[config.mk]
export PLATFORM = sky130hd
export DESIGN_NAME = load_unit
export DESIGN_NICKNAME = d
export VERILOG_FILES = /design/src/rtl/riscv32i_pkg.sv /design/src/rtl/load_align.sv /design/src/rtl/load_unit.sv
export SDC_FILE = /design/constraint.sdc
export NUM_CORES = 1
export LEC_CHECK = 0
export CAP_MARGIN = 20
export CELL_PAD_IN_SITES_DETAIL_PLACEMENT = 1
export CELL_PAD_IN_SITES_GLOBAL_PLACEMENT = 1
export CORE_ASPECT_RATIO = 0.8
export CORE_MARGIN = 2
export CORE_UTILIZATION = 39
export DETAILED_ROUTE_END_ITERATION = 10
export GPL_ROUTABILITY_DRIVEN = 1
export MAX_ROUTING_LAYER = met4
export PLACE_DENSITY_LB_ADDON = 0.1
export SYNTH_ARGS = -nofsm -noshare
export SYNTH_HDL_FRONTEND = slang
export SYNTH_HIERARCHICAL = 1
export SYNTH_SLANG_ARGS = --single-unit
[constraint.sdc]
create_clock -name clk -period 3.7 [get_ports clk]
set_clock_uncertainty 0.15 [all_clocks]
set_input_delay 1.11 -clock clk [delete_from_list [all_inputs] [get_ports clk]]
set_output_delay 1.11 -clock clk [all_outputs]
set_load 0.1 [all_outputs]
[src/rtl/riscv32i_pkg.sv]
`default_nettype none
// +----------------------------------------------------------------------------+
// | Module : riscv32i_pkg                                                      |
// | Shared types and constants for the riscv32i memory-side units: load funct3 |
// | encodings, the load unit state enum, error codes and request checkers.     |
// | Rev    : 1.0  initial release                                              |
// +----------------------------------------------------------------------------+
package riscv32i_pkg;

  localparam logic [2:0] LB  = 3'd0;
  localparam logic [2:0] LH  = 3'd1;
  localparam logic [2:0] LW  = 3'd2;
  localparam logic [2:0] LBU = 3'd4;
  localparam logic [2:0] LHU = 3'd5;

  typedef enum logic [1:0] {
    S_IDLE = 2'd0,
    S_REQ  = 2'd1,
    S_WAIT = 2'd2,
    S_RESP = 2'd3
  } load_state_t;

  typedef enum logic [1:0] {
    ERR_NONE     = 2'b00,
    ERR_MISALIGN = 2'b01,
    ERR_ILLEGAL  = 2'b10,
    ERR_TIMEOUT  = 2'b11
  } load_err_t;

  // funct3 values 3, 6 and 7 have no load meaning in RV32I
  function automatic logic load_f3_illegal(input logic [2:0] f3);
    return (f3 == 3'd3) || (f3 == 3'd6) || (f3 == 3'd7);
  endfunction

  function automatic logic load_misaligned(input logic [2:0] f3, input logic [1:0] off);
    logic r;
    r = 1'b0;
    if ((f3 == LH) || (f3 == LHU)) r = off[0];
    else if (f3 == LW)             r = (off != 2'b00);
    return r;
  endfunction

endpackage
`default_nettype wire

[src/rtl/load_align.sv]
`default_nettype none
// +----------------------------------------------------------------------------+
// | Module : load_align                                                        |
// | Selects the addressed byte/half/word from a memory word and sign- or       |
// | zero-extends it according to the RV32I load funct3.                        |
// | Ports  : rdata  in  32  raw memory word                                    |
// |          off    in  2   byte offset within the word                        |
// |          funct3 in  3   load type                                          |
// |          data   out 32  extended result                                    |
// | Rev    : 1.0  initial release                                              |
// +----------------------------------------------------------------------------+
module load_align
  import riscv32i_pkg::*;
(
  input  logic [31:0] rdata,
  input  logic [1:0]  off,
  input  logic [2:0]  funct3,
  output logic [31:0] data
);

  logic [7:0]  w_byte;
  logic [15:0] w_half;

  always_comb begin
    w_byte = rdata[{off, 3'b000} +: 8];
    w_half = off[1] ? rdata[31:16] : rdata[15:0];
    case (funct3)
      LB:      data = {{24{w_byte[7]}}, w_byte};
      LBU:     data = {24'd0, w_byte};
      LH:      data = {{16{w_half[15]}}, w_half};
      LHU:     data = {16'd0, w_half};
      default: data = rdata;
    endcase
  end

endmodule
`default_nettype wire

[src/rtl/load_unit.sv]
`default_nettype none
// +----------------------------------------------------------------------------+
// | Module : load_unit                                                         |
// | Load path of the riscv32i data-memory interface. Accepts one load at a     |
// | time, issues a word-aligned read, extends the returned data and hands it   |
// | to writeback, or reports misalignment / illegal funct3 / timeout.          |
// | Ports  : clk, rst (async active-low)                                       |
// |          ld_*   request from execute (valid/ready, addr, funct3, rd)       |
// |          mem_*  memory read channel (req/gnt, addr, rvalid/rdata)          |
// |          wb_*   one-cycle writeback pulse with rd and data                 |
// |          err_*  one-cycle error pulse with code and faulting address       |
// | Rev    : 1.0  initial release                                              |
// +----------------------------------------------------------------------------+
module load_unit
  import riscv32i_pkg::*;
#(
  parameter int TIMEOUT_CYCLES = 255
)(
  input  logic        clk,
  input  logic        rst,
  input  logic        ld_valid,
  output logic        ld_ready,
  input  logic [31:0] ld_addr,
  input  logic [2:0]  ld_funct3,
  input  logic [4:0]  ld_rd,
  output logic        mem_req,
  input  logic        mem_gnt,
  output logic [31:0] mem_addr,
  input  logic        mem_rvalid,
  input  logic [31:0] mem_rdata,
  output logic        wb_valid,
  output logic [4:0]  wb_rd,
  output logic [31:0] wb_data,
  output logic        err_valid,
  output logic [1:0]  err_code,
  output logic [31:0] err_addr
);

  // WAIT cycles are numbered 0..TIMEOUT_CYCLES-1; the last one raises the timeout
  localparam logic [7:0] C_TO_LAST = 8'(TIMEOUT_CYCLES - 1);

  load_state_t r_state, w_next;
  logic [31:0] r_addr;
  logic [2:0]  r_f3;
  logic [4:0]  r_rd;
  logic [7:0]  r_cnt;
  logic [31:0] r_wb_data;
  logic        r_err_valid;
  load_err_t   r_err_code;
  logic [31:0] r_err_addr;

  logic        w_accept;
  logic        w_ready;
  logic        w_mem_req;
  logic        w_cnt_clr;
  logic        w_cnt_inc;
  logic        w_capture;
  load_err_t   w_err;
  logic [31:0] w_ext;

  load_align u_align (
    .rdata  (mem_rdata),
    .off    (r_addr[1:0]),
    .funct3 (r_f3),
    .data   (w_ext)
  );

  always_ff @(posedge clk or negedge rst) begin
    if (!rst) r_state <= S_IDLE;
    else      r_state <= w_next;
  end

  always_comb begin
    w_next    = r_state;
    w_accept  = 1'b0;
    w_ready   = 1'b0;
    w_mem_req = 1'b0;
    w_cnt_clr = 1'b0;
    w_cnt_inc = 1'b0;
    w_capture = 1'b0;
    w_err     = ERR_NONE;
    case (r_state)
      S_IDLE: begin
        // Held low during an error pulse so ready returns the cycle after it
        w_ready = !r_err_valid;
        if (ld_valid && w_ready) begin
          w_accept = 1'b1;
          if (load_f3_illegal(ld_funct3))
            w_err = ERR_ILLEGAL;
          else if (load_misaligned(ld_funct3, ld_addr[1:0]))
            w_err = ERR_MISALIGN;
          else
            w_next = S_REQ;
        end
      end
      S_REQ: begin
        w_mem_req = 1'b1;
        if (mem_gnt) begin
          w_cnt_clr = 1'b1;
          w_next    = S_WAIT;
        end
      end
      S_WAIT: begin
        // Data arriving on the last allowed cycle beats the timeout
        if (mem_rvalid) begin
          w_capture = 1'b1;
          w_next    = S_RESP;
        end else if (r_cnt == C_TO_LAST) begin
          w_err  = ERR_TIMEOUT;
          w_next = S_IDLE;
        end else begin
          w_cnt_inc = 1'b1;
        end
      end
      S_RESP: begin
        w_next = S_IDLE;
      end
      default: w_next = S_IDLE;
    endcase
  end

  always_ff @(posedge clk or negedge rst) begin
    if (!rst) begin
      r_addr      <= '0;
      r_f3        <= '0;
      r_rd        <= '0;
      r_cnt       <= '0;
      r_wb_data   <= '0;
      r_err_valid <= 1'b0;
      r_err_code  <= ERR_NONE;
      r_err_addr  <= '0;
    end else begin
      if (w_accept) begin
        r_addr <= ld_addr;
        r_f3   <= ld_funct3;
        r_rd   <= ld_rd;
      end
      if (w_cnt_clr)      r_cnt <= '0;
      else if (w_cnt_inc) r_cnt <= r_cnt + 8'd1;
      if (w_capture) r_wb_data <= w_ext;
      r_err_valid <= (w_err != ERR_NONE);
      if (w_err != ERR_NONE) begin
        r_err_code <= w_err;
        // Request-time errors report the incoming address; timeouts the latched one
        r_err_addr <= w_accept ? ld_addr : r_addr;
      end
    end
  end

  assign ld_ready  = w_ready;
  assign mem_req   = w_mem_req;
  assign mem_addr  = {r_addr[31:2], 2'b00};
  assign wb_valid  = (r_state == S_RESP) && (r_rd != 5'd0);
  assign wb_rd     = r_rd;
  assign wb_data   = r_wb_data;
  assign err_valid = r_err_valid;
  assign err_code  = r_err_code;
  assign err_addr  = r_err_addr;

endmodule
`default_nettype wire

Word-level counts from Yosys, hierarchy flattened
Index checks and enable logic that the tools add are counted.
{"block": "classes", "n_addsub": 1, "multipliers": 0, "div_mod_pow": 0, "order_cmp": 0, "n_eq_ne": 18, "shifts": 1, "muxes": 34, "n_bitwise": 0, "n_reduce_logical": 13}
{"operator": "$pmux 32 s4", "count": 1}
{"operator": "$mux 32", "count": 1}
{"operator": "$shiftx 32x6->8", "count": 1}
{"operator": "$mux 2", "count": 10}
{"operator": "$mux 1", "count": 17}
{"operator": "$mux 16", "count": 1}
{"operator": "$mux 8", "count": 2}
{"operator": "$eq 3x3->1 const B", "count": 5}
{"operator": "$add 8x1->8 const B", "count": 1}
{"operator": "$eq 8x8->1 const B", "count": 1}
{"operator": "$ne 2x2->1 const B", "count": 4}
{"operator": "$pmux 2 s4", "count": 1}
{"operator": "$eq 3x1->1 const B", "count": 2}
{"operator": "$eq 3x2->1 const B", "count": 2}
{"operator": "$reduce_bool 2->1", "count": 3}
{"operator": "$reduce_and 5->1", "count": 1}
{"operator": "$reduce_bool 5->1", "count": 1}
{"operator": "$eq 2x2->1 const B", "count": 2}
{"operator": "$pmux 2 s2", "count": 1}
{"operator": "$logic_not 3->1", "count": 1}
{"operator": "$logic_or 1x1->1", "count": 3}
{"operator": "$ne 3x3->1 const B", "count": 1}
{"operator": "$eq 2x1->1 const B", "count": 1}
{"operator": "$logic_and 1x1->1", "count": 2}
{"operator": "other kinds (2)", "count": 2}
{"block": "word_totals", "regBits": 117, "latchBits": 0, "ramBits": 0, "romBits": 0, "inputBits": 77, "output_inout_bits": 107, "wordCells": 76, "n_memories": 0}

Depth between registers and ports, before layout
Gate-level depths: netlist of run 1.
{"block": "logic_depth", "depth_word": 11, "depth_mapped": 8, "ltp_nobuf": 6}

By module
Netlist of run 1, hierarchy kept.
{"mod": "load_unit", "instances": 1, "cells_each": 423, "area_each_um2": 5008.6, "seq_area_each_um2": 2927.8}
{"mod": "load_align", "instances": 1, "cells_each": 96, "area_each_um2": 845.8, "seq_area_each_um2": 0.0}

Least setup slack after synthesis of run 1
Ideal clock, no wire load.
{"block": "synth_timing", "path_type": "register -> output", "from": "register r_err_valid (netlist: err_valid)", "to": "output ld_ready", "arrival_ns": 2.937, "required_time_ns": 2.440, "slack_ns": -0.497, "path_stages_with_launch": 2, "n_path_buf": 0, "cell_sequence": "dfrtp_1 nor3_1"}
{"block": "synth_between", "elab_chain_len": 2}
{"element": "from (decl)", "line": "load_unit.sv:48", "text": "logic r_err_valid;"}
{"element": "from (signal assigned)", "line": "load_unit.sv:141", "text": "r_err_valid <= (w_err != ERR_NONE);"}
{"element": "$logic_not 1->1", "line": "load_unit.sv:85", "text": "w_ready = !r_err_valid;"}
{"element": "$mux 1", "line": "load_unit.sv:82", "text": "case (r_state)"}
{"element": "to (decl)", "line": "load_unit.sv:22", "text": "output logic ld_ready,"}
Every way passes these cells.

Final worst setup path of run 1
{"block": "layout_timing", "from": "register r_rd[1] (netlist: wb_rd[1])", "to": "output wb_valid"}
{"block": "layout_between", "elab_chain_len": 2}
{"element": "from (decl)", "line": "load_unit.sv:45", "text": "logic [4:0] r_rd;"}
{"element": "from (signal assigned)", "line": "load_unit.sv:136", "text": "r_rd <= ld_rd;"}
{"element": "$reduce_bool 5->1", "line": "load_unit.sv:153", "text": "assign wb_valid = (r_state == S_RESP) && (r_rd != 5'd0);"}
{"element": "$logic_and 1x1->1", "line": "load_unit.sv:153"}
{"element": "to (decl)", "line": "load_unit.sv:31", "text": "output logic wb_valid,"}
Every way passes these cells.

==> impl_results.md, run 1 <==
* Status: complete, no violations
* ANT cells at 0
* Clk_lat worst skew at ~0.41 ns
* Htree depth at 4
* Cells after synthesis at a little over 500
* Synthesized area per cell at ~11 um2
* Crit path arrival time at 1.69 ns
* GPL Wtd Cong at 0.825
* Worst-path fanout max at 3
* Top FF cell, synth: dfrtp_1
* Startpoint class of the critical path: flop
* Yosys cell types at 50
* Setup_tns at 0 ns
* GRT Residual Overflow at 0
* Gr usage total at a little over a fifth
* Final Hold Violating Endpoints at 0
* Die area at 0.0160 mm2
* Cts hold-fix bufs at 0
* Share of layout cells above drive strength 1 at a little over a third
* DRT Pass-1 Iters at 4
* Sequential cell area fraction in the yosys report at 50.0%
* Post-route DRC at 0
* NumNets Final at roughly 750
* Root Driver: clkbuf_16
* Initial antenna violation count at 0
* Clk buf depth at 2
* Post-CTS Resized at 0
* Commonest non-fill, non-tap cell in the layout: nand2_1
* Synth Register Bits at ~120
* Element type at the critical path end: primary output
* Post-Route WL at roughly 16 mm
* Finish-stage setup viols at 0
* F_max at between 300 and 400 MHz
* DRT iter0 DRCs at approximately 180
* Tmin final at slightly below 3 ns
* # port buffers at around 180
* Vias in the first global route at around 4700
* Core area at between 0.01 and 0.015 mm2
* Setup Buffers After CTS at 0
* Total CTS buffers at 17
* CTS clock-pin slew for the worst setup and hold paths at 0.05 ns
* Commonest cells after routing, fill and taps aside: nand2_1, dfrtp_1, buf_4, clkdlybuf4s50_1, mux2_2
* Kind of critical path: reg2out
* WL per Instance at about 18 um
* Area growth, synth to finish at 35.6%
* HPWL after DPL at between 10 and 15 mm
* Clock Sinks at 117
* Slew HR at approximately 44%
* Post-DR vias/cell at approximately 5.1
* Max-cap viol count at 0
* Post-synth EDFFs at 0
* DIE WIDTH at approximately 140 um
* ANT nets after route at 0
* Min-delay worst type: reg2reg
* Cell Area, Synth at between 0.005 and 0.006 mm2
* Worst EP required at between 2 and 2.5 ns
* RSZ-0062 raised after global routing: no
* CTS tree: built
* I/O pin count at roughly 180
* Initial core utilization at 39.4%
* Final period utilization at 79.7%
* Worst-Margin Slew at around 0.84 ns
* Die Height at about 110 um
* First-pass GRT wire length at between 20 and 30 mm
* FFs w/ async S/R, synth at between 90% and 100%
* Largest net degree at the start of global routing at 72
* Via count at between 4000 and 5000
* Fin. max-slew vios at 0
* Core Rows at 40
* Warnings from Yosys at 6
-- registers in the layout, summed over array words and instances, names as in the netlist --
| register | count |
|---|---|
| err_addr | 32 |
| err_code | 2 |
| err_valid | 1 |
| r_addr | 32 |
| r_cnt | 8 |
| r_f3 | 3 |
| r_state | 2 |
| wb_data | 32 |
| wb_rd | 5 |
-- cells by family after synthesis --
kind of cell               Yosys count  synth area share, %
AOI/OAI and AO/OA                   65                 10.6
xor gates and xnor gates             2                0.299
adders and majority gates            2                0.427
buffers and inverters               66                 7.63
DFF                                117                 50.0
muxes                               75                 16.2
other                                1               0.0641
and+or+nand+nor                    191                 14.7
-- stage by stage --
step | util, % | setup slack, ns | cell area, um2 | hold slack, ns | cells
floorplan | - | 0.368 | 5860 | 0.297 | 520
global placement | 49.3 | 0.450 | 7330 | 0.331 | 840
detailed placement | 49.3 | 0.394 | 7330 | 0.342 | 840
CTS | 53.4 | 0.725 | 7940 | 0.338 | 871
global route | 53.4 | 0.655 | 7940 | 0.338 | 871
finish | 53.4 | 0.751 | 7940 | 0.348 | 871
-- area by class of cell --
| class | instances | area, um2 |
|---|---|---|
| clock buffer | 19 | 453 |
| clock inverter | 12 | 154 |
| fill | 1570 | 6930 |
| inverter | 6 | 22.5 |
| multi-input combinational | 337 | 2500 |
| sequential | 117 | 2930 |
| tap | 189 | 236 |
| timing repair buffer | 191 | 1650 |
-- final timing paths --
path                            startpoint            to  slack (ns)  cells past startpoint
worst max-delay path              wb_rd[1]      wb_valid        0.75                      3
worst min-delay path             r_addr[9]     r_addr[9]        0.35                      2
worst max register to register   r_addr[1]   wb_data[10]        1.23                      5
worst min register to register   r_addr[9]     r_addr[9]        0.35                      2
max in group asynchronous              rst  err_addr[13]        2.33                      2
min in group asynchronous              rst    r_addr[28]        0.36                      1
-- cells in the mapped netlist, types with 5 or more instances --
master,n,area [um2]
nor3_1,5,25.0
inv_1,5,18.8
o221ai_1,5,43.8
nand2_1,130,488
clkbuf_1,16,60.1
a2bb2oi_2,14,210
a21oi_1,9,45.0
nor2b_1,12,75.1
nor2_1,10,37.5
nand3_1,10,50.1
mux2i_1,6,60.1
dfrtp_1,117,2930
mux2_2,39,439
mux2_4,30,450
a221o_1,6,60.1
buf_6,9,101
buf_4,35,263
a2bb2oi_1,6,52.6
-- critical path, stage by stage (launching register included) --
cell,delay [ns]
dfrtp_1,0.39
or3_1,0.37
o311a_1,0.29
buf_4,0.23
-- routing by layer --
layer  up-vias  GRT usage (%)  wire, um
li1       2068              -         -
met1      2205           26.9      7410
met2       124           32.4      7380
met3        17           6.59       940
met4         0           6.60       231
met5         -              -         0
Power of run 1 is not shown: default switching activity piles up to over one toggle a cycle in this logic, so the estimate is an artifact.
==> run 2, diff against run 1 <==
--- a/config.mk
+++ b/config.mk
@@ -10,7 +10,7 @@
 export CELL_PAD_IN_SITES_GLOBAL_PLACEMENT = 1
 export CORE_ASPECT_RATIO = 0.8
 export CORE_MARGIN = 2
-export CORE_UTILIZATION = 39
+export CORE_UTILIZATION = 36
 export DETAILED_ROUTE_END_ITERATION = 10
 export GPL_ROUTABILITY_DRIVEN = 1
 export MAX_ROUTING_LAYER = met4
==> constraint.sdc (replaced) <==
create_clock -name clk -period 2.9 [get_ports clk]
set_clock_uncertainty 0.15 [all_clocks]
set_input_delay 0.87 -clock clk [delete_from_list [all_inputs] [get_ports clk]]
set_output_delay 0.87 -clock clk [all_outputs]
set_load 0.1 [all_outputs]
==> impl_results.md, run 2 (synthesized netlist as in run 1, its figures left out) <==
* Die Height at 118 um (+3.9%)
* Startpoint class of the critical path: flop
* Die area at 0.0173 mm2 (+8.1%)
* First-pass GRT wire length at 26.8 mm (+5.3%)
* Share of layout cells above drive strength 1 at 36.6% (+1.1 points)
* CTS clock-pin slew for the worst setup and hold paths at 0.06 ns (about the same)
* Element type at the critical path end: primary output
* GRT Residual Overflow at 0 (unchanged)
* F_max at 365 MHz
* Kind of critical path: reg2out
* I/O pin count at 184 (unchanged)
* CTS tree: built
* WL per Instance at 17.9 um (-2.2%)
* HPWL after DPL at 11.5 mm (+0.65%)
* Core Rows at 41 (+2.5%)
* Post-Route WL at 16.3 mm (+1.9%)
* Min-delay worst type: in2async
* Max-cap viol count at 0 (unchanged)
* Core area at 0.0159 mm2 (+6.6%)
* Vias in the first global route at 4963 (+4.8%)
* Cts hold-fix bufs at 0 (unchanged)
* GPL Wtd Cong at 0.803 (-2.6%)
* Gr usage total at 20.2% (-0.83 points)
* Post-route DRC at 0 (unchanged)
* Post-DR vias/cell at 4.92 (-2.8%)
* DRT Pass-1 Iters at 4 (unchanged)
* Largest net degree at the start of global routing at 118 (+64%)
* Setup Buffers After CTS at 0 (unchanged)
* Clk_lat worst skew at 0.41 ns (about the same)
* Worst EP required at 1.88 ns (-0.56 ns)
* Worst-Margin Slew at 0.682 ns (-0.156 ns)
* # port buffers at 181 (unchanged)
* Initial core utilization at 36.9% (-2.5 points)
* Commonest cells after routing, fill and taps aside: nand2_1, buf_4, dfrtp_1, clkdlybuf4s50_1, mux2_2
* Clk buf depth at 2 (unchanged)
* Root Driver: clkbuf_16
* Fin. max-slew vios at 0 (unchanged)
* DIE WIDTH at 147 um (+4.0%)
* Final Hold Violating Endpoints at 0 (unchanged)
* Total CTS buffers at 17 (unchanged)
* Hold_ws at 0.345 ns (-0.00330 ns)
* Commonest non-fill, non-tap cell in the layout: nand2_1
* Clock Sinks at 117 (unchanged)
* Area growth, synth to finish at 38.6%
* Crit path arrival time at 1.72 ns (+0.03 ns)
* ANT cells at 0 (unchanged)
* ANT nets after route at 0 (unchanged)
* Finish-stage setup viols at 0 (unchanged)
* Status: complete, no violations
* DRT iter0 DRCs at 223 (+23%)
* Slew HR at 54.5% (+10 points)
* Final period utilization at between 90 and 100%
* RSZ-0062 raised after global routing: no
* NumNets Final at 758 (+1.2%)
* Worst-path fanout max at 3 (unchanged)
* Filler cells at 1685 (+7.3%)
* Initial antenna violation count at 0 (unchanged)
* Post-CTS Resized at 0 (unchanged)
* Via count at 4466 (+1.2%)
* Tmin final at between 2 and 3 ns
* Htree depth at 4 (unchanged)
## run 2: cell types whose count changed in the layout (fill, tap and decap cells not counted)
| cell | before | now |
|---|---|---|
| buf_12 | 2 | 7 |
| buf_4 | 114 | 118 |
| clkbuf_8 | 2 | 1 |
| clkinv_2 | 3 | 2 |
| clkinvlp_4 | 3 | 4 |
| inv_6 | 1 | 3 |
| nor3_2 | 1 | 0 |
| nor3_4 | 0 | 1 |
| o311a_1 | 1 | 0 |
| o311a_2 | 0 | 1 |
## run 2: path summary, 6_finish.rpt
kind | slack (ns) | startpoint | endpoint | cells after the start
setup reg to reg | 0.59 | r_state[0] | err_addr[20] | 4
min in group clk | 0.35 | r_addr[22] | r_addr[22] | 2
setup / recovery | 0.16 | wb_rd[1] | wb_valid | 3
hold reg to reg | 0.35 | r_addr[22] | r_addr[22] | 2
hold / removal | 0.35 | rst | r_cnt[5] | 2
max in group asynchronous | 1.69 | rst | wb_data[22] | 2
## run 2: layout make-up
cell class | instances | area, um2 | share of cell area (%)
well taps | 215 | 269 | 3.32
flip-flops and latches | 117 | 2930 | 36.1
clock buffers | 18 | 439 | 5.41
clock inverters | 14 | 174 | 2.14
repair buffers | 200 | 1780 | 21.9
multi-input cells | 337 | 2500 | 30.9
inverters | 6 | 22.5 | 0.278
## run 2: per-stage QoR
| step | cell area (um2) | setup WS (ns) | instances | util [%] | setup TNS, ns |
|---|---|---|---|---|---|
| 2_1_floorplan | 5870 | 0.00615 | 520 | - | 0 |
| 3_3_place_gp | 7500 | -0.116 | 875 | 47.3 | -3.54 |
| 3_5_place_dp | 7500 | -0.132 | 875 | 47.3 | -3.81 |
| 4_1_cts | 8110 | 0.127 | 907 | 51.2 | 0 |
| 5_1_grt | 8110 | 0.109 | 907 | 51.2 | 0 |
| 6_report | 8110 | 0.157 | 907 | 51.2 | 0 |
## run 2: critical path, cell delays in order, from the launching register on
cell and delay (ns):
dfrtp_1 0.39, or3_1 0.37, o311a_2 0.37, buf_12 0.17
## run 2: per-layer routing
metal | GRT usage (%) | share of wire (%) | vias up | routed length [um]
met3 | 5.39 | 4.4 | 15 | 708
met2 | 30.9 | 46 | 120 | 7560
li1 | - | - | 2086 | -
met4 | 4.43 | 0.86 | 0 | 139
met1 | 27.2 | 48 | 2245 | 7850
met5 | - | 0 | - | 0
Power of run 2 is left out for the same reason.
==> run 3, diff against run 2 <==
--- a/config.mk
+++ b/config.mk
@@ -11,10 +11,12 @@
 export CORE_ASPECT_RATIO = 0.8
 export CORE_MARGIN = 2
 export CORE_UTILIZATION = 36
+export CTS_CLUSTER_DIAMETER = 50
 export DETAILED_ROUTE_END_ITERATION = 10
 export GPL_ROUTABILITY_DRIVEN = 1
 export MAX_ROUTING_LAYER = met4
 export PLACE_DENSITY_LB_ADDON = 0.1
+export SKIP_CTS_REPAIR_TIMING = 1
 export SYNTH_ARGS = -nofsm -noshare
 export SYNTH_HDL_FRONTEND = slang
 export SYNTH_HIERARCHICAL = 1
==> constraint.sdc (replaced) <==
create_clock -name clk -period 2.9 [get_ports clk]
set_clock_uncertainty 0.15 [all_clocks]
set_input_delay 0.29 -clock clk [delete_from_list [all_inputs] [get_ports clk]]
set_output_delay 0.29 -clock clk [all_outputs]
set_load 0.1 [all_outputs]
==> impl_results.md, run 3 (synthesized netlist as in run 1, its figures left out) <==
* Status: complete, no violations
* Slew HR at 59.0% (+4.4 points)
* Initial antenna violation count at 0 (unchanged)
* Post-Route WL at 16.3 mm (about the same)
* ANT nets after route at 0 (unchanged)
* CP max stage cell: buf_4
* Via count at 4499 (+0.74%)
* GRT Residual Overflow at 0 (unchanged)
* Root Driver: clkbuf_16
* Tmin final at 2.37 ns (-0.371 ns)
* Top Usage Layer GRT: met2
* GRT met1 Usage at 27.5% (+0.35 points)
* Post-route DRC at 0 (unchanged)
* Setup_tns at 0 ns (unchanged)
* Area growth, synth to finish at 36.8%
* Clk_lat worst skew at 0.41 ns (about the same)
* HPWL after DPL at 11.6 mm (+1.2%)
* Htree depth at 4 (unchanged)
* Commonest cells after routing, fill and taps aside: nand2_1, buf_4, dfrtp_1, clkdlybuf4s50_1, mux2_2
* Total CTS buffers at 17 (unchanged)
* CP peak stage delay at 0.49 ns (+0.10 ns)
* Worst-Margin Slew at 0.614 ns (-0.0675 ns)
* Min-delay worst type: in2async
* Worst-path fanout max at 33 (+30)
* Core Rows at 41 (unchanged)
* DRT iter0 DRCs at 196 (-12%)
* Largest net degree at the start of global routing at 55 (-53%)
* Startpoint class of the critical path: flop
* CP Cell Sequence: inv_1 -> ha_1 -> and3_1 -> nand3_1 -> o31a_2 -> buf_4 -> mux2_2
* DIE WIDTH at 147 um (unchanged)
* Max-cap viol count at 0 (unchanged)
* GR Util met3 at 5.23% (-0.16 points)
* Crit path buf inv count at 2 (+1)
* Met2 usage at 29.7% (-1.2 points)
* I/O pin count at 184 (unchanged)
* CP delay by family, top: buffers and inverters
* Share of layout cells above drive strength 1 at 35.9% (-0.66 points)
* Vias in the first global route at 4854 (-2.2%)
* Post-DR vias/cell at 4.98 (+1.2%)
* F_max at 422 MHz (+16%)
* ANT cells at 0 (unchanged)
* # port buffers at 181 (unchanged)
* Final Hold Violating Endpoints at 0 (unchanged)
* Finish-stage setup viols at 0 (unchanged)
* First-pass GRT wire length at 26.6 mm (-0.70%)
* Core area at 0.0159 mm2 (unchanged)
* WL per Instance at 18.0 um (+0.54%)
* Element type at the critical path end: flop
* Initial core utilization at 36.9% (unchanged)
* RSZ-0062 raised after global routing: no
* GPL Wtd Cong at 0.817 (+1.7%)
* Die area at 0.0173 mm2 (unchanged)
* CTS clock-pin slew for the worst setup and hold paths at 0.06 ns (about the same)
* Die Height at 118 um (unchanged)
* Clk buf depth at 2 (unchanged)
* Kind of critical path: reg2reg
* Commonest non-fill, non-tap cell in the layout: nand2_1
* Gr usage total at 20.1% (-0.13 points)
* NumNets Final at 754 (-0.53%)
* Crit path arrival time at 2.52 ns (+0.80 ns)
* Worst EP required at 3.05 ns (+1.17 ns)
* Final period utilization at 81.8% (-13 points)
* Fin. max-slew vios at 0 (unchanged)
* Clock Sinks at 117 (unchanged)
* CTS tree: built
* DRT Pass-1 Iters at 4 (unchanged)
-- run 3: changes by cell type in the layout (fill, tap and decap cells not counted), sizes merged --
| cell | previous run | this run |
|---|---|---|
| clkbuf | 18 | 17 |
| clkinv | 5 | 3 |
| dlygate4sd3 | 0 | 1 |
| buf | 125 | 120 |
| inv | 8 | 11 |
-- run 3: worst paths after layout --
kind | startpoint | to | slack, ns | cells past startpoint
worst max-delay path | r_cnt[0] | err_addr[31] | 0.53 | 7
worst min-delay path | rst | r_cnt[3] | 0.22 | 2
worst max register to register | r_cnt[0] | err_addr[31] | 0.53 | 7
worst min register to register | wb_data[15] | wb_data[15] | 0.36 | 1
max in group asynchronous | rst | err_addr[16] | 1.54 | 3
min in group clk | ld_rd[0] | wb_rd[0] | 0.27 | 3
-- run 3: worst register-to-register path, delay by kind of cell, from the launching register on --
kind	cells	cell delay (ns)
buffers and inverters	2	0.56
flip-flops	1	0.42
multiplexers	1	0.41
AND/OR/NAND/NOR	2	0.33
adder cells (fa/ha/maj)	1	0.22
AO/OA/AOI/OAI	1	0.15
-- run 3: area by class of cell --
| cell class | count | area (um2) |
|---|---|---|
| Timing Repair Buffer | 196 | 1670 |
| Multi-Input combinational cell | 337 | 2500 |
| Fill cell | 1672 | 7840 |
| Clock inverter | 15 | 195 |
| Tap cell | 215 | 269 |
| Sequential cell | 117 | 2930 |
| Inverter | 6 | 22.5 |
| Clock buffer | 17 | 425 |
-- run 3: through the flow --
| stage | utilization [%] | instance area, um2 | instances | hold slack, ns | setup slack (ns) |
|---|---|---|---|---|---|
| CTS | 50.5 | 8000 | 902 | -0.332 | 0.493 |
| global route | 50.5 | 8010 | 903 | 0.241 | 0.393 |
| floorplan | - | 5860 | 520 | -0.156 | 0.247 |
| finish | 50.5 | 8010 | 903 | 0.217 | 0.529 |
| detailed placement | 46.6 | 7380 | 870 | 0.109 | 0.303 |
| global placement | 46.6 | 7380 | 870 | 0.107 | 0.335 |
-- run 3: routing by layer --
metal	vias up	routed length (um)	share of wire, %
li1	2088	-	-
met1	2256	7980	49
met2	138	7400	45
met3	17	713	4.4
met4	0	182	1.1
met5	-	0	0
Power of run 3 is left out for the same reason.
==> RTL change: new RTL, settings of run 3 <==
The 4 states of `load_state_t` get a one-hot encoding in 4 bits.
--- a/src/rtl/riscv32i_pkg.sv
+++ b/src/rtl/riscv32i_pkg.sv
@@ -15,7 +15,7 @@
 
-  typedef enum logic [1:0] {
-    S_IDLE = 2'd0,
-    S_REQ  = 2'd1,
-    S_WAIT = 2'd2,
-    S_RESP = 2'd3
+  typedef enum logic [3:0] {
+    S_IDLE = 4'b0001,
+    S_REQ  = 4'b0010,
+    S_WAIT = 4'b0100,
+    S_RESP = 4'b1000
   } load_state_t;
Behaviour: same outputs for any inputs over 10 cycles, from zero or initial values and one cycle with rst low; not proved beyond that.
==> RTL change against run 3 <==
Global-route usage decreased by 0.43 points. Design area fell by 0.14%. Sequential share of layout area increased by 0.69 points. Utilization increased by 0.26 points. Worst setup slack worse by 140 ps. Sequential cell count increased by 2. First-iteration DRC count down 5.1%. Highest routed layer unchanged. Synthesized area is 1.4% lower. Wire length down 2.3%. Cell count fell by 8.4%.
Power is not shown: default switching activity piles up to over one toggle a cycle in this logic, so the estimate is an artifact.
==> RTL change: results (changes against run 3) <==
- Clock Latency Late Sink: 410 ps (about the same)
- Slowest stage delay, CP: 620 ps (was 490 ps)
- Final Hold Vio Count: 0 (unchanged)
- Status: completed (unchanged)
- # diodes: 0 (unchanged)
- Hold Crit Class: in -> async (unchanged)
- Worst EP arrival: 2070 ps (was 2520 ps)
- Antenna violations before repair: 0 (unchanged)
- First-pass GRT wire length: 24900 µm (was 26600 µm)
- DRT met1 WL: 7240 µm (was 7980 µm)
- GRT Util Overall: 19.7% (was 20.1%)
- Final WL: 15900 µm (was 16300 µm)
- Unique masters post-synth: 52 (was 50)
- DRT Pass-1 Iters: 4 (unchanged)
- Largest cells by area after synthesis: dfrtp_1 (51%), mux2_2 (21%), buf_4 (4.9%) (was dfrtp_1 (50%), nand2_1 (8.3%), mux2_4 (7.7%))
- YS warnings: 6 (unchanged)
- CTS clk-pin slew, worst paths: 60 ps (about the same)
- Worst path slowest cell: or4b_2 (was buf_4)
- Dominant synthesized flop cell: dfrtp_1 (unchanged)
- Nets: 678 (was 754)
- DR iter-0 viols: 186 (was 196)
- Clock root buffer master: clkbuf_16 (unchanged)
- Via-to-Cell Ratio: 5.01 (was 4.98)
- HPWL after DPL: 11500 µm (was 11600 µm)
- Top Layer Used: met4 (unchanged)
- Port-buffer cells: 181 (unchanged)
- Met2 routed WL: 7670 µm (was 7400 µm)
- Met3 wire len: 804 µm (was 713 µm)
- Post-synth top cells: dfrtp_1 (118), mux2_2 (107), buf_4 (38) (was nand2_1 (130), dfrtp_1 (117), mux2_2 (39))
- CTS Buf Count: 17 (unchanged)
- Final weighted congestion in routability-driven placement: 0.783 (was 0.817)
- Worst slack at placement: 532 ps (was 303 ps)
- Slew @ Worst Pin: 655 ps (was 614 ps)
- Register area share after synthesis: 51.6% (was 50.0%)
- Vias in the first global route: 4397 (was 4854)
- Largest net degree at the start of global routing: 55 (unchanged)
- Number of H-tree levels: 4 (unchanged)
- Worst path top cell family by delay: simple AND/OR/NAND/NOR gates (was buffers and inverters)
- Share of cells above drive strength 1: 47.1% (was 35.9%)
- Clk buf depth: 2 (unchanged)
- Async SR Flop Fraction: 100% (unchanged)
- Crit Path Max Fanout: 6 (was 33)
## RTL change: cell count changes in the layout (fill, tap and decap cells not counted), moves of 4 or more
| cell | change |
|---|---|
| nand3_1 | -4 |
| nand2_1 | -117 |
| mux2_2 | +68 |
| o21ai_0 | +7 |
| mux2_4 | -29 |
## RTL change: path summary, 6_finish.rpt
path / startpoint / to / slack (ps) / depth (start not counted)
max in group asynchronous: rst / r_state[0] / 1500 / 3
min: rst / wb_data[26] / 260 / 2
min in group clk: err_code[1] / err_code[1] / 340 / 1
max: r_state[0] / ld_ready / 390 / 3
max reg2reg: r_state[0] / err_addr[14] / 640 / 5
min reg2reg: err_code[1] / err_code[1] / 340 / 1
## RTL change: metrics by stage
stage          instances  hold slack [ps]  cell area [µm²]
6_report             827              261             8000
3_3_place_gp         794              169             7380
3_5_place_dp         794              186             7380
2_1_floorplan        438             -156             5800
5_1_grt              827              316             8000
4_1_cts              826             -265             7990
## RTL change: logic make-up (layout without fill, tap and decap cells)
logic type	Yosys count	count (layout)	share of synthesized area (%)
AO/OA/AOI/OAI	74	74	11.7
XOR/XNOR	1	1	0.152
adder cells (fa/ha/maj)	2	2	0.433
buffers and inverters	57	231	6.74
flip-flops	119	119	51.6
multiplexers	116	116	22.5
other	1	2	0.0649
AND/OR/NAND/NOR	67	67	6.78
## RTL change: cell type report
cell class / instances / area [µm²]
fillers: 1646 / 7750
flip-flops and latches: 119 / 2980
clock buffers: 18 / 439
repair buffers: 195 / 1690
clock inverters: 14 / 171
multi-input cells: 262 / 2430
inverters: 4 / 15.0
well taps: 215 / 269
## RTL change: layer usage
layer,global-route usage [%],vias to the layer above
met5,-,-
met3,5.78,12
met4,6.01,0
met2,30.9,96
li1,-,1918
met1,24.9,2116
